File: config.mk
export PLATFORM = sky130hd
export DESIGN_NAME = mux_scan_sampler
export DESIGN_NICKNAME = d
export VERILOG_FILES = /design/src/rtl/mux_scan_pkg.sv /design/src/rtl/mux_n.sv /design/src/rtl/mux_scan_sampler.sv
export SDC_FILE = /design/constraint.sdc
export NUM_CORES = 1
export LEC_CHECK = 0
export BUFFER_PORTS_ARGS = -buffer_cell sky130_fd_sc_hd__buf_4
export CORE_MARGIN = 10
export CORE_UTILIZATION = 45
export CTS_BUF_LIST = sky130_fd_sc_hd__clkbuf_8
export DETAILED_ROUTE_END_ITERATION = 16
export PLACE_DENSITY = 0.74
export SETUP_SLACK_MARGIN = 0.4
export SYNTH_ARGS = -nofsm -noshare
export SYNTH_HDL_FRONTEND = slang
export SYNTH_SLANG_ARGS = --single-unit
File: constraint.sdc
create_clock -name clk -period 5.7 [get_ports clk]
set_input_delay 0 -clock clk [delete_from_list [all_inputs] [get_ports clk]]
set_output_delay 0 -clock clk [all_outputs]
set_load 0.03 [all_outputs]
File: src/rtl/mux_scan_pkg.sv
// Shared types and helpers for the scanning N:1 sampler.
package mux_scan_pkg;

    // IDLE: waiting for a request; EMIT: a beat is presented on the output.
    typedef enum logic [0:0] {
        IDLE = 1'b0,
        EMIT = 1'b1
    } state_t;

    // Modulo-n increment; safe for non-power-of-2 n (idx assumed < n).
    function automatic int unsigned next_idx(input int unsigned idx, input int unsigned n);
        return (idx >= n - 1) ? 0 : idx + 1;
    endfunction

endpackage

File: src/rtl/mux_n.sv
// Combinational N:1 lane select.
//   in  : packed channels, channel k = in[k*WIDTH +: WIDTH]
//   sel : channel index; out-of-range indices yield all zeros
//   out : selected lane
module mux_n #(
    parameter int unsigned N_IN  = 32,
    parameter int unsigned WIDTH = 1,
    parameter int unsigned SEL_W = $clog2(N_IN)
) (
    input  logic [N_IN*WIDTH-1:0] in,
    input  logic [SEL_W-1:0]      sel,
    output logic [WIDTH-1:0]      out
);

    // Decoded select so that a non-power-of-2 N_IN never reads past the bus.
    always_comb begin
        out = '0;
        for (int k = 0; k < int'(N_IN); k++) begin
            if (sel == SEL_W'(k)) begin
                out = in[k*WIDTH +: WIDTH];
            end
        end
    end

endmodule

File: src/rtl/mux_scan_sampler.sv
// Sampling N:1 mux with single-shot and wrap-around scan modes on a valid/ready output.
//   clk, rst              : clock, asynchronous active-high reset
//   in                    : packed input channels
//   sel_in                : start / target channel
//   sel_load              : sample sel_in once
//   scan_start, scan_len  : sample scan_len consecutive channels from sel_in (mod N_IN)
//   abort                 : cancel current operation
//   out_data, out_sel     : registered sample and its channel index
//   out_valid, out_ready  : output handshake
//   busy                  : operation in progress
//   scan_done             : pulse on acceptance of the final scan beat
//   err                   : pulse when a request is rejected
module mux_scan_sampler
    import mux_scan_pkg::*;
#(
    parameter int unsigned N_IN  = 32,
    parameter int unsigned WIDTH = 1,
    parameter int unsigned SEL_W = $clog2(N_IN),
    parameter int unsigned LEN_W = $clog2(N_IN) + 1
) (
    input  logic                  clk,
    input  logic                  rst,
    input  logic [N_IN*WIDTH-1:0] in,
    input  logic [SEL_W-1:0]      sel_in,
    input  logic                  sel_load,
    input  logic                  scan_start,
    input  logic [LEN_W-1:0]      scan_len,
    input  logic                  abort,
    output logic [WIDTH-1:0]      out_data,
    output logic [SEL_W-1:0]      out_sel,
    output logic                  out_valid,
    input  logic                  out_ready,
    output logic                  busy,
    output logic                  scan_done,
    output logic                  err
);

    state_t             r_state;
    state_t             w_state_nx;
    logic [WIDTH-1:0]   r_data;
    logic [WIDTH-1:0]   w_data_nx;
    logic [SEL_W-1:0]   r_sel;
    logic [SEL_W-1:0]   w_sel_nx;
    logic               r_valid;
    logic               w_valid_nx;
    logic [LEN_W-1:0]   r_rem;
    logic [LEN_W-1:0]   w_rem_nx;
    logic               r_scan;
    logic               w_scan_nx;
    logic               r_err;
    logic               w_err_nx;

    logic               w_sel_ok;
    logic               w_len_ok;
    logic               w_req;
    logic               w_req_ok;
    logic               w_hs;
    logic               w_last;
    logic [SEL_W-1:0]   w_next_idx;
    logic [SEL_W-1:0]   w_mux_sel;
    logic [WIDTH-1:0]   w_mux_out;

    // Request qualification; scan_start takes priority over sel_load.
    assign w_sel_ok   = 32'(sel_in) < N_IN;
    assign w_len_ok   = (scan_len != '0) && (32'(scan_len) <= N_IN);
    assign w_req      = scan_start | sel_load;
    assign w_req_ok   = scan_start ? (w_sel_ok && w_len_ok) : w_sel_ok;

    assign w_hs       = r_valid & out_ready;
    assign w_last     = (r_rem == '0);
    assign w_next_idx = SEL_W'(next_idx(32'(r_sel), N_IN));

    // While emitting, the mux looks ahead to the following channel so a
    // handshake can reload the output register with no bubble.
    assign w_mux_sel  = (r_state == EMIT) ? w_next_idx : sel_in;

    mux_n #(
        .N_IN  (N_IN),
        .WIDTH (WIDTH),
        .SEL_W (SEL_W)
    ) u_mux (
        .in  (in),
        .sel (w_mux_sel),
        .out (w_mux_out)
    );

    // State register.
    always_ff @(posedge clk or posedge rst) begin
        if (rst) begin
            r_state <= IDLE;
        end else begin
            r_state <= w_state_nx;
        end
    end

    // Next-state logic; abort wins over both requests and handshakes.
    always_comb begin
        w_state_nx = r_state;
        case (r_state)
            IDLE: if (!abort && w_req && w_req_ok) w_state_nx = EMIT;
            EMIT: if (abort || (w_hs && w_last))   w_state_nx = IDLE;
            default: w_state_nx = IDLE;
        endcase
    end

    // Next values of the output / counter registers.
    always_comb begin
        w_data_nx  = r_data;
        w_sel_nx   = r_sel;
        w_valid_nx = r_valid;
        w_rem_nx   = r_rem;
        w_scan_nx  = r_scan;
        w_err_nx   = 1'b0;
        case (r_state)
            IDLE: begin
                if (!abort && w_req) begin
                    if (w_req_ok) begin
                        w_data_nx  = w_mux_out;
                        w_sel_nx   = sel_in;
                        w_valid_nx = 1'b1;
                        w_scan_nx  = scan_start;
                        w_rem_nx   = scan_start ? (scan_len - LEN_W'(1)) : '0;
                    end else begin
                        w_err_nx = 1'b1;
                    end
                end
            end
            EMIT: begin
                if (abort) begin
                    w_valid_nx = 1'b0;
                end else if (w_hs) begin
                    if (w_last) begin
                        w_valid_nx = 1'b0;
                    end else begin
                        w_data_nx = w_mux_out;
                        w_sel_nx  = w_next_idx;
                        w_rem_nx  = r_rem - LEN_W'(1);
                    end
                end
            end
            default: w_valid_nx = 1'b0;
        endcase
    end

    // Datapath registers.
    always_ff @(posedge clk or posedge rst) begin
        if (rst) begin
            r_data  <= '0;
            r_sel   <= '0;
            r_valid <= 1'b0;
            r_rem   <= '0;
            r_scan  <= 1'b0;
            r_err   <= 1'b0;
        end else begin
            r_data  <= w_data_nx;
            r_sel   <= w_sel_nx;
            r_valid <= w_valid_nx;
            r_rem   <= w_rem_nx;
            r_scan  <= w_scan_nx;
            r_err   <= w_err_nx;
        end
    end

    assign out_data  = r_data;
    assign out_sel   = r_sel;
    assign out_valid = r_valid;
    assign err       = r_err;
    assign busy      = (r_state == EMIT);

    // Marks the handshake cycle of the last scan beat itself.
    assign scan_done = (r_state == EMIT) && w_hs && w_last && r_scan && !abort;

endmodule

==> summary.txt, run 1 <==
Yosys
  • Largest area contributor in the netlist: dfrtp_1
  • Leading post-synthesis cells by cell area: dfrtp_1 (24%), nor2_1 (5.4%), a21oi_1 (5.1%)
  • Avg Inst Size Synth: just over 8 um2
  • Most frequent cell after synthesis: nor2_1
  • Netlist cell types: 65
  • Yosys reg bits: 16
  • Yosys top cell area share: 0.241
  • Sequential element share of the synthesized area: 0.241
  • Yosys warning count: 0
  • Top FF cell, synth: dfrtp_1
  • EDFF count, synth: 0
  • Cell Area, Synth: 1660 um2
  • Most frequent cells after synthesis: nor2_1 (24), a21oi_1 (17), dfrtp_1 (16), nand2_1 (14), inv_1 (11)
  • Post-Syn Nets: 261
  • Async SR Flop Fraction: 1.00
  • Syn Inst Count: 206

Timing
  • Unrepaired setup endpoints after global routing: false
  • Worst slew pin tran: slightly below 0.8 ns
  • Fin crit share: 0.562
  • Final setup viols: 0
  • Pins Over Slew Limit: 0
  • Hold Vio Cnt, Final: 0
  • Setup TNS: 0 ns
  • Setup ws final: 2.50 ns
  • Max_slew headroom: 0.474
  • FMAX: between 300 and 400 MHz
  • Fin crit period: approximately 3.2 ns
  • Post-Route Skew: 0.00418 ns

Global route
  • Total Routing Usage GR: 0.149
  • Grt ovf: 0
  • Vias in the first global route: ~1800
  • Antenna violations before repair: 0
  • Largest net degree at the start of global routing: 27
  • First-pass GRT wire length: 8.11 mm

Detailed routing
  • Wire per inst: 15.6 um
  • Vias per cell: 5.68
  • Vias: between 1500 and 2000
  • DRC viols: 0
  • Iter 0 DRT Violations: 134
  • Drt pass-1 iters: 4
  • Antenna Nets Post-Route: 0
  • Routed WL: roughly 4.9 mm

Final layout
  • Syn-to-layout area delta: 30.4%
  • Share of cells above drive strength 1: 0.304
  • Diodes inserted: 0
  • Final Cell Area: 2170 um2
  • Post-layout nets: 319

Clock tree
  • Root Buffer: clkbuf_8
  • CTS tree: done
  • CTS clock-pin slew for the worst setup and hold paths: approximately 0.06 ns
  • Post-CTS sizing: 0
  • CTS sink cnt: 16
  • H-tree depth: 1
  • Inserted Clock Buffers: 3
  • # Post-CTS Setup Buffers: 0
  • Max Root-Sink Buffers: 2
  • Clk Latency, worst-skew pair: 0.25 ns

Place
  • Gpl congestion: 0.847
  • Pre-CTS WS: 2.56 ns
  • Port bufs: 58
  • Area of placed instances: 2090 um2
  • Hpwl dp: between 3 and 4 mm

Power and ir drop
  • PwrDens: 412 nW/um2
  • Leak: 0.967 nW
  • Max rail drop VDD: approximately 170 uV

Critical path
  • Worst setup path class: register to register
  • CP Launch Type: register
  • FF-to-FF setup slack: 2.50 ns
  • Crit Path Max Fanout: 12
  • Worst endpoint data arrival time: 3.35 ns
  • Data required, critical path: 5.85 ns
  • Worst setup EP type: register

Outcome
  • Outcome: finished clean

Floorplanning
  • Num ports: 59
  • Die X: 80.8 um
  • Rows: 22
  • Die area: 6520 um2
  • Initial Util: 0.461
  • Core region area: 3610 um2
  • Die height: 80.8 um

Min path
  • Hold Crit Class: input pin to register

Run
  • Max Cap Viol: 0
## cell type report
cell class | instances | area, um2
Fill cell | 339 | 1440
Multi-Input combinational cell | 172 | 1150
Timing Repair Buffer | 60 | 455
Inverter | 11 | 41.3
Clock buffer | 4 | 55.1
Sequential cell | 16 | 400
Tap cell | 48 | 60.1
## kinds of logic after synthesis
family / synth area share
fa+ha+maj: 0.0452
simple gates: 0.258
flops: 0.241
mux: 0.0377
compound gates: 0.323
buf+inv: 0.0640
xor+xnor: 0.0316
## sequential cells by signal (all words and copies together) (netlist names)
register,count
out_valid,1
out_data,1
r_scan,1
r_rem,6
busy,1
out_sel,5
err,1
## worst max-delay path: stages, from the launching register on
cell and delay, ns:
dfrtp_1 0.53, ha_1 0.30, and3_1 0.19, ha_1 0.28
or3b_1 0.43, mux2i_4 0.19, o21bai_1 0.21, nor3_1 0.11
or3_1 0.39, a21oi_2 0.17, a311oi_1 0.07, o31ai_1 0.24
## layer usage
metal / global-route usage / routed length, um
met5: 0 / 0
met3: 0.0386 / 405
met1: 0.187 / 2090
met2: 0.244 / 2310
met4: 0.0415 / 53
## layout by cell type (no fill, tap or decap), types with 2 or more instances in the layout
master / count
nor2_1: 24
inv_1: 11
ha_1: 6
o31ai_1: 4
o221ai_1: 2
mux2i_1: 4
dlygate4sd3_1: 2
o22ai_1: 4
nor3_1: 8
dfrtp_1: 16
a21oi_1: 17
a22o_1: 2
a31oi_1: 4
nand3_1: 6
a211oi_1: 2
nor4b_1: 2
a222oi_1: 3
xnor2_1: 4
buf_4: 58
or3_1: 2
or2_2: 2
xor2_1: 2
o21ai_0: 10
nand3b_1: 2
and3_1: 5
nor2b_1: 4
nand2_1: 14
a21oi_2: 2
o32a_1: 2
nand2b_1: 2
clkbuf_8: 4
o211ai_1: 2
## path summary, 6_finish.rpt
check	to	startpoint	depth (start not counted)
max	out_data$_DFFE_PP0P_	out_sel[0]$_DFFE_PP0P_	11
min	r_scan$_DFFE_PP0P_	scan_start	3
max reg2reg	out_data$_DFFE_PP0P_	out_sel[0]$_DFFE_PP0P_	11
min reg2reg	out_data$_DFFE_PP0P_	out_data$_DFFE_PP0P_	2
max in group asynchronous	out_valid$_DFFE_PP0P_	rst	3
min in group asynchronous	r_rem[2]$_DFFE_PP0P_	rst	3
## where the power goes
group | switching (W) | internal (W) | leakage, nW
clock | 0.0000377 | 0.0000612 | 0.0288
sequential | 0.0000685 | 0.000159 | 0.193
combinational | 0.000316 | 0.000250 | 0.745
total | 0.000422 | 0.000470 | 0.967
## timing repair
action	CTS	global route
endpoints found under the setup margin	0	0
hold buffers	2	0
endpoints found under the hold margin	18	0
## stage by stage
| stage | cells | util | total power [W] | hold slack [ns] |
|---|---|---|---|---|
| 2_1_floorplan | 206 | - | 0.000654 | -0.0863 |
| 3_3_place_gp | 305 | 0.580 | 0.000789 | 0.113 |
| 3_5_place_dp | 305 | 0.580 | 0.000793 | 0.110 |
| 4_1_cts | 311 | 0.601 | 0.000897 | 0.0208 |
| 5_1_grt | 311 | 0.601 | 0.000975 | 0.0409 |
| 6_report | 311 | 0.601 | 0.000893 | 0.0214 |
(Power assumes the default switching activity.)
==> inputs of run 2 (changes only) <==
==> constraint.sdc (replaced) <==
create_clock -name clk -period 3.4 [get_ports clk]
set_input_delay 0 -clock clk [delete_from_list [all_inputs] [get_ports clk]]
set_output_delay 0 -clock clk [all_outputs]
set_load 0.03 [all_outputs]
==> run 2 against run 1 <==
Fmax up 13%. Highest routed layer unchanged. Sequential power up 58%. Largest cell class unchanged. Combinational power increased by 87%. First-iteration DRC count decreased by 10%. Die area unchanged. Clock skew increased by 0.00051 ns. Register-to-register slack worse by 1.9 ns. Final cell count is 2.3% higher.
==> summary.txt, run 2 (synthesis results as in run 1) <==
Min path
  • Hold Crit Class: input pin to register
  • Hold_sp: scan_start

Critical path
  • Worst Setup EP: out_data$_DFFE_PP0P_
  • R2R depth: 11
  • Critical R2R Launch: out_sel[1]$_DFFE_PP0P_
  • Crit Path Max Fanout: 8
  • Data required, critical path: 3.55 ns
  • Worst setup EP type: register
  • CP Launch Type: register
  • CP startpoint: out_sel[1]$_DFFE_PP0P_
  • Worst setup path class: register to register
  • R2r endpoint: out_data$_DFFE_PP0P_
  • FF-to-FF setup slack: 0.56 ns
  • Worst endpoint data arrival time: 2.99 ns

Timing
  • Post-Route Skew: 0.00468 ns
  • Hold Vio Cnt, Final: 0
  • Final setup viols: 0
  • FMAX: 353 MHz
  • Setup TNS: 0 ns
  • Fin crit period: 2.84 ns
  • Setup ws final: between 0.5 and 0.6 ns
  • Worst slew pin tran: 0.752 ns
  • Fin crit share: 0.834
  • Max_slew headroom: 0.499
  • Hold_ws: 0.0177 ns
  • Pins Over Slew Limit: 0
  • Unrepaired setup endpoints after global routing: false

Clock tree
  • Inserted Clock Buffers: 3
  • CTS clock-pin slew for the worst setup and hold paths: roughly 0.06 ns
  • Max Root-Sink Buffers: 2
  • CTS sink cnt: 16
  • Root Buffer: clkbuf_8
  • Clk Latency, worst-skew pair: around 0.25 ns
  • H-tree depth: 1
  • CTS tree: done

Floorplanning
  • Num ports: 59
  • Die area: 6520 um2
  • Die X: 80.8 um
  • Initial Util: 0.461
  • Rows: 22
  • Die height: a little over 80 um
  • Core region area: about 3600 um2

Detailed routing
  • Wire per inst: 15.5 um
  • Vias: 1818
  • Iter 0 DRT Violations: 120
  • Routed WL: 4.92 mm
  • DRC viols: 0
  • Vias per cell: 5.72
  • Antenna Nets Post-Route: 0
  • Drt pass-1 iters: 4

Final layout
  • Sequential cell area: 402 um2
  • Post-layout nets: about 330
  • Number of flip-flops in the largest register: 6
  • Area occupied by multi-input gates: 1190 um2
  • Filler cells: 332
  • Most common cell after layout, fill and taps aside: buf_4
  • Share of cells above drive strength 1: 0.337
  • Most frequent cells in the layout: buf_4 (65), nor2_1 (24), a21oi_1 (17)
  • Final Cell Area: between 2000 and 2500 um2
  • Syn-to-layout area delta: 35.7%
  • Top reg by flops: r_rem
  • Diodes inserted: 0

Global route
  • First-pass GRT wire length: roughly 8.1 mm
  • Antenna violations before repair: 0
  • Grt ovf: 0
  • Vias in the first global route: 1747
  • Total Routing Usage GR: 0.150
  • Largest net degree at the start of global routing: 20

Run
  • Max Cap Viol: 0

Power and ir drop
  • Leak: 1.00 nW
  • Total power: 0.00159 W
  • PwrDens: between 700 and 800 nW/um2
  • Max rail drop VDD: 283 uV

Place
  • Area of placed instances: 2120 um2
  • Gpl congestion: ~0.87
  • Pre-CTS WS: 0.411 ns
  • Hpwl dp: 3.92 mm
  • Port bufs: 58

Outcome
  • Outcome: finished clean
## run 2: power breakdown
part / switching, W / internal (W) / leakage [nW] / total [W]
combinational: 0.000578 / 0.000480 / 0.781 / 0.00106
sequential: 0.0000916 / 0.000269 / 0.192 / 0.000360
clock: 0.0000644 / 0.000103 / 0.0288 / 0.000167
## run 2: metal layers
metal  up-vias  GRT usage  part of all wire
met4         0     0.0467             0.015
li1        910          -                 -
met3         7     0.0375             0.092
met2        66      0.238              0.47
met1       835      0.195              0.42
met5         -          0                 0
## run 2: critical path, stage by stage (launching register included)
cell	delay [ns]
dfrtp_2	0.42
ha_1	0.21
and3_1	0.21
ha_4	0.19
or3b_4	0.38
mux2i_4	0.18
o21bai_4	0.16
nor3_1	0.08
or3_1	0.40
a21oi_2	0.15
a311oi_1	0.07
o31ai_1	0.26
## run 2: through the flow
stage,util,std cells
after floorplan,-,206
after global placement,0.588,309
after detailed placement,0.588,309
after CTS,0.610,315
after global routing,0.625,318
final,0.625,318
## run 2: final cells by class
cell class                 count  area share
inverter                      11      0.0183
sequential                    16       0.178
timing repair buffer          67       0.225
tap                           48      0.0266
clock buffer                   4      0.0244
multi-input combinational    172       0.527
## run 2: worst min path at each step
stage                                   to  slack [ns]  depth (start not counted)
finish                  r_scan$_DFFE_PP0P_        0.02                          3
global placement    out_sel[4]$_DFFE_PP0P_        0.12                          2
floorplan                   busy$_DFF_PP0_       -0.09                          1
detailed placement  out_sel[4]$_DFFE_PP0P_        0.11                          2
CTS                     r_scan$_DFFE_PP0P_        0.02                          3
global route                 err$_DFF_PP0_        0.05                          3
## run 2: what timing repair did
action	4_1_cts	5_1_grt
hold endpoints to repair	18	0
gates cloned	0	0
setup endpoints to repair	1	1
hold buffers	2	0
resized for setup	1	6
pin swaps	0	3
setup buffers	0	3
==> inputs of run 3 (changes only) <==
--- a/config.mk
+++ b/config.mk
@@ -10,7 +10,7 @@
 export CORE_UTILIZATION = 45
 export CTS_BUF_LIST = sky130_fd_sc_hd__clkbuf_8
 export DETAILED_ROUTE_END_ITERATION = 16
-export PLACE_DENSITY = 0.74
+export PLACE_DENSITY = 0.77
 export SETUP_SLACK_MARGIN = 0.4
 export SYNTH_ARGS = -nofsm -noshare
 export SYNTH_HDL_FRONTEND = slang
==> constraint.sdc (replaced) <==
create_clock -name clk -period 2.43 [get_ports clk]
set_input_delay 0 -clock clk [delete_from_list [all_inputs] [get_ports clk]]
set_output_delay 0 -clock clk [all_outputs]
set_load 0.03 [all_outputs]
==> run 3 against run 2 <==
The flow now finishes with violations (negative setup slack). Clock skew down 0.0031 ns. Clock power up 40%. Via count up 15%. First-iteration DRC count up 9.2%. Largest cell class unchanged.
==> summary.txt, run 3 (synthesis results as in run 1) <==
Outcome
  • Outcome: complete, but fails checks
  • Failing checks: negative setup slack

Clock tree
  • Clk Latency, worst-skew pair: around 0.25 ns
  • CTS clock-pin slew for the worst setup and hold paths: 0.06 ns
  • Inserted Clock Buffers: 3
  • CTS sink cnt: 16
  • CTS tree: done
  • H-tree depth: 1
  • Root Buffer: clkbuf_8
  • Max Root-Sink Buffers: 2

Power and ir drop
  • Switching share of power: 0.451
  • PwrDens: 1020 nW/um2
  • Clock Power Share: 0.087
  • NetSw: about 0.0012 W
  • Comb pwr share: 0.727
  • Leak: 1.18 nW
  • Max rail drop VDD: 404 uV
  • Pint: about 0.0015 W
  • Reg power frac: 0.185

Critical path
  • Worst endpoint data arrival time: 2.80 ns
  • CP Launch Type: register
  • Crit Path Max Fanout: 8
  • Worst setup EP type: register
  • Worst setup path class: register to register
  • Data required, critical path: 2.56 ns

Final layout
  • Top reg by flops: r_rem
  • Final Cell Area: 2620 um2
  • Filler cells: between 200 and 300
  • Most frequent cells in the layout: buf_4 (94), nor2_1 (22), a21oi_1 (16)
  • Post-layout nets: 360
  • Diodes inserted: 0
  • Share of cells above drive strength 1: 0.461
  • Final core occ: 0.728
  • Syn-to-layout area delta: 57.9%
  • Area occupied by multi-input gates: 1290 um2
  • Sequential cell area: 404 um2
  • Number of flip-flops in the largest register: 6
  • Most common cell after layout, fill and taps aside: buf_4

Detailed routing
  • Vias per cell: 5.96
  • Drt pass-1 iters: 7
  • Vias: 2097
  • Iter 0 DRT Violations: 131
  • DRC viols: 0
  • Routed WL: 6.07 mm
  • Antenna Nets Post-Route: 0
  • Wire per inst: 17.2 um

Global route
  • Antenna violations before repair: 0
  • Vias in the first global route: 1966
  • First-pass GRT wire length: 8.97 mm
  • Grt ovf: 0
  • Total Routing Usage GR: 0.168
  • Largest net degree at the start of global routing: 17

Run
  • Max Cap Viol: 0

Timing
  • Hold Vio Cnt, Final: 0
  • Max_slew headroom: 0.590
  • Final setup viols: 1
  • Unrepaired setup endpoints after global routing: true
  • Fin crit period: 2.68 ns
  • FMAX: 373 MHz
  • Setup ws final: -0.248 ns
  • Pins Over Slew Limit: 0
  • Fin crit share: 1.10
  • Worst slew pin tran: 0.614 ns
  • Post-Route Skew: 0.00157 ns

Place
  • Port bufs: 58
  • Hpwl dp: ~4.4 mm
  • Area of placed instances: 2380 um2
  • Gpl congestion: 0.896

Floorplanning
  • Die height: roughly 81 um
  • Num ports: 59
  • Initial Util: 0.461
  • Die area: 6520 um2
  • Rows: 22
  • Die X: roughly 81 um
  • Core region area: 3610 um2

Min path
  • Hold Crit Class: input pin to register
## run 3: cell count changes in the layout (fill, tap and decap cells not counted), moves of 2 or more
cell | previous run | this run
nand3_1 | 6 | 4
dfrtp_1 | 15 | 13
buf_6 | 0 | 4
nor2_1 | 24 | 22
buf_4 | 65 | 94
nor2_4 | 0 | 2
o21ai_4 | 0 | 2
dfrtp_2 | 1 | 3
## run 3: layout make-up
class | count | share of cell area
Multi-Input combinational cell | 173 | 0.491
Timing Repair Buffer | 100 | 0.294
Sequential cell | 16 | 0.154
Tap cell | 48 | 0.0229
Clock buffer | 4 | 0.0210
Inverter | 11 | 0.0172
## run 3: worst paths after layout
| path | start | to | slack [ns] | cells past startpoint |
|---|---|---|---|---|
| worst max-delay path | out_sel[0]$_DFFE_PP0P_ | out_data$_DFFE_PP0P_ | -0.25 | 11 |
| worst min-delay path | scan_start | r_scan$_DFFE_PP0P_ | 0.04 | 3 |
| worst max register to register | out_sel[0]$_DFFE_PP0P_ | out_data$_DFFE_PP0P_ | -0.25 | 11 |
| worst min register to register | out_data$_DFFE_PP0P_ | out_data$_DFFE_PP0P_ | 0.53 | 2 |
| max in group asynchronous | rst | out_sel[0]$_DFFE_PP0P_ | 1.61 | 3 |
| min in group asynchronous | rst | r_rem[3]$_DFFE_PP0P_ | 0.39 | 3 |
## run 3: power groups by stage
| stage | clock network [W] | logic [W] | registers [W] |
|---|---|---|---|
| finish | 0.000233 | 0.00195 | 0.000496 |
| global route | 0.000245 | 0.00211 | 0.000512 |
| global placement | 0 | 0.00174 | 0.000487 |
| detailed placement | 0 | 0.00178 | 0.000487 |
| floorplan | 0 | 0.00101 | 0.000605 |
| CTS | 0.000233 | 0.00182 | 0.000489 |
## run 3: through the flow
stage | setup TNS, ns | total power, W | setup slack, ns | hold WS [ns] | instances
final | -0.248 | 0.00268 | -0.248 | 0.0400 | 352
after global routing | -0.327 | 0.00287 | -0.327 | 0.0564 | 352
after CTS | -0.226 | 0.00254 | -0.226 | 0.0200 | 343
after detailed placement | -0.257 | 0.00227 | -0.257 | 0.113 | 337
after global placement | -0.162 | 0.00223 | -0.162 | 0.104 | 337
after floorplan | -0.252 | 0.00161 | -0.252 | -0.0865 | 206
## run 3: critical path: stages (launching register included)
cell and delay (ns):
dfrtp_2 0.42, ha_4 0.16, and3_4 0.15, ha_4 0.18, or3b_4 0.41, mux2i_4 0.20, o21bai_4 0.17, buf_4 0.14
o32a_1 0.15, o221ai_1 0.13, a311oi_1 0.32, o31ai_1 0.11
## run 3: layer usage
| metal | vias to the layer above | GRT usage | routed length (um) |
|---|---|---|---|
| li1 | 983 | - | - |
| met1 | 1008 | 0.202 | 2410 |
| met2 | 91 | 0.293 | 3070 |
| met3 | 15 | 0.0397 | 441 |
| met4 | 0 | 0.0450 | 141 |
| met5 | - | 0 | 0 |
## run 3: repair_timing
action,CTS,global route
hold buffers,2,0
gates cloned,0,1
endpoints found under the setup margin,4,11
pin swaps,11,4
buffers inserted,0,8
resized for setup,8,16
hold endpoints to repair,17,0
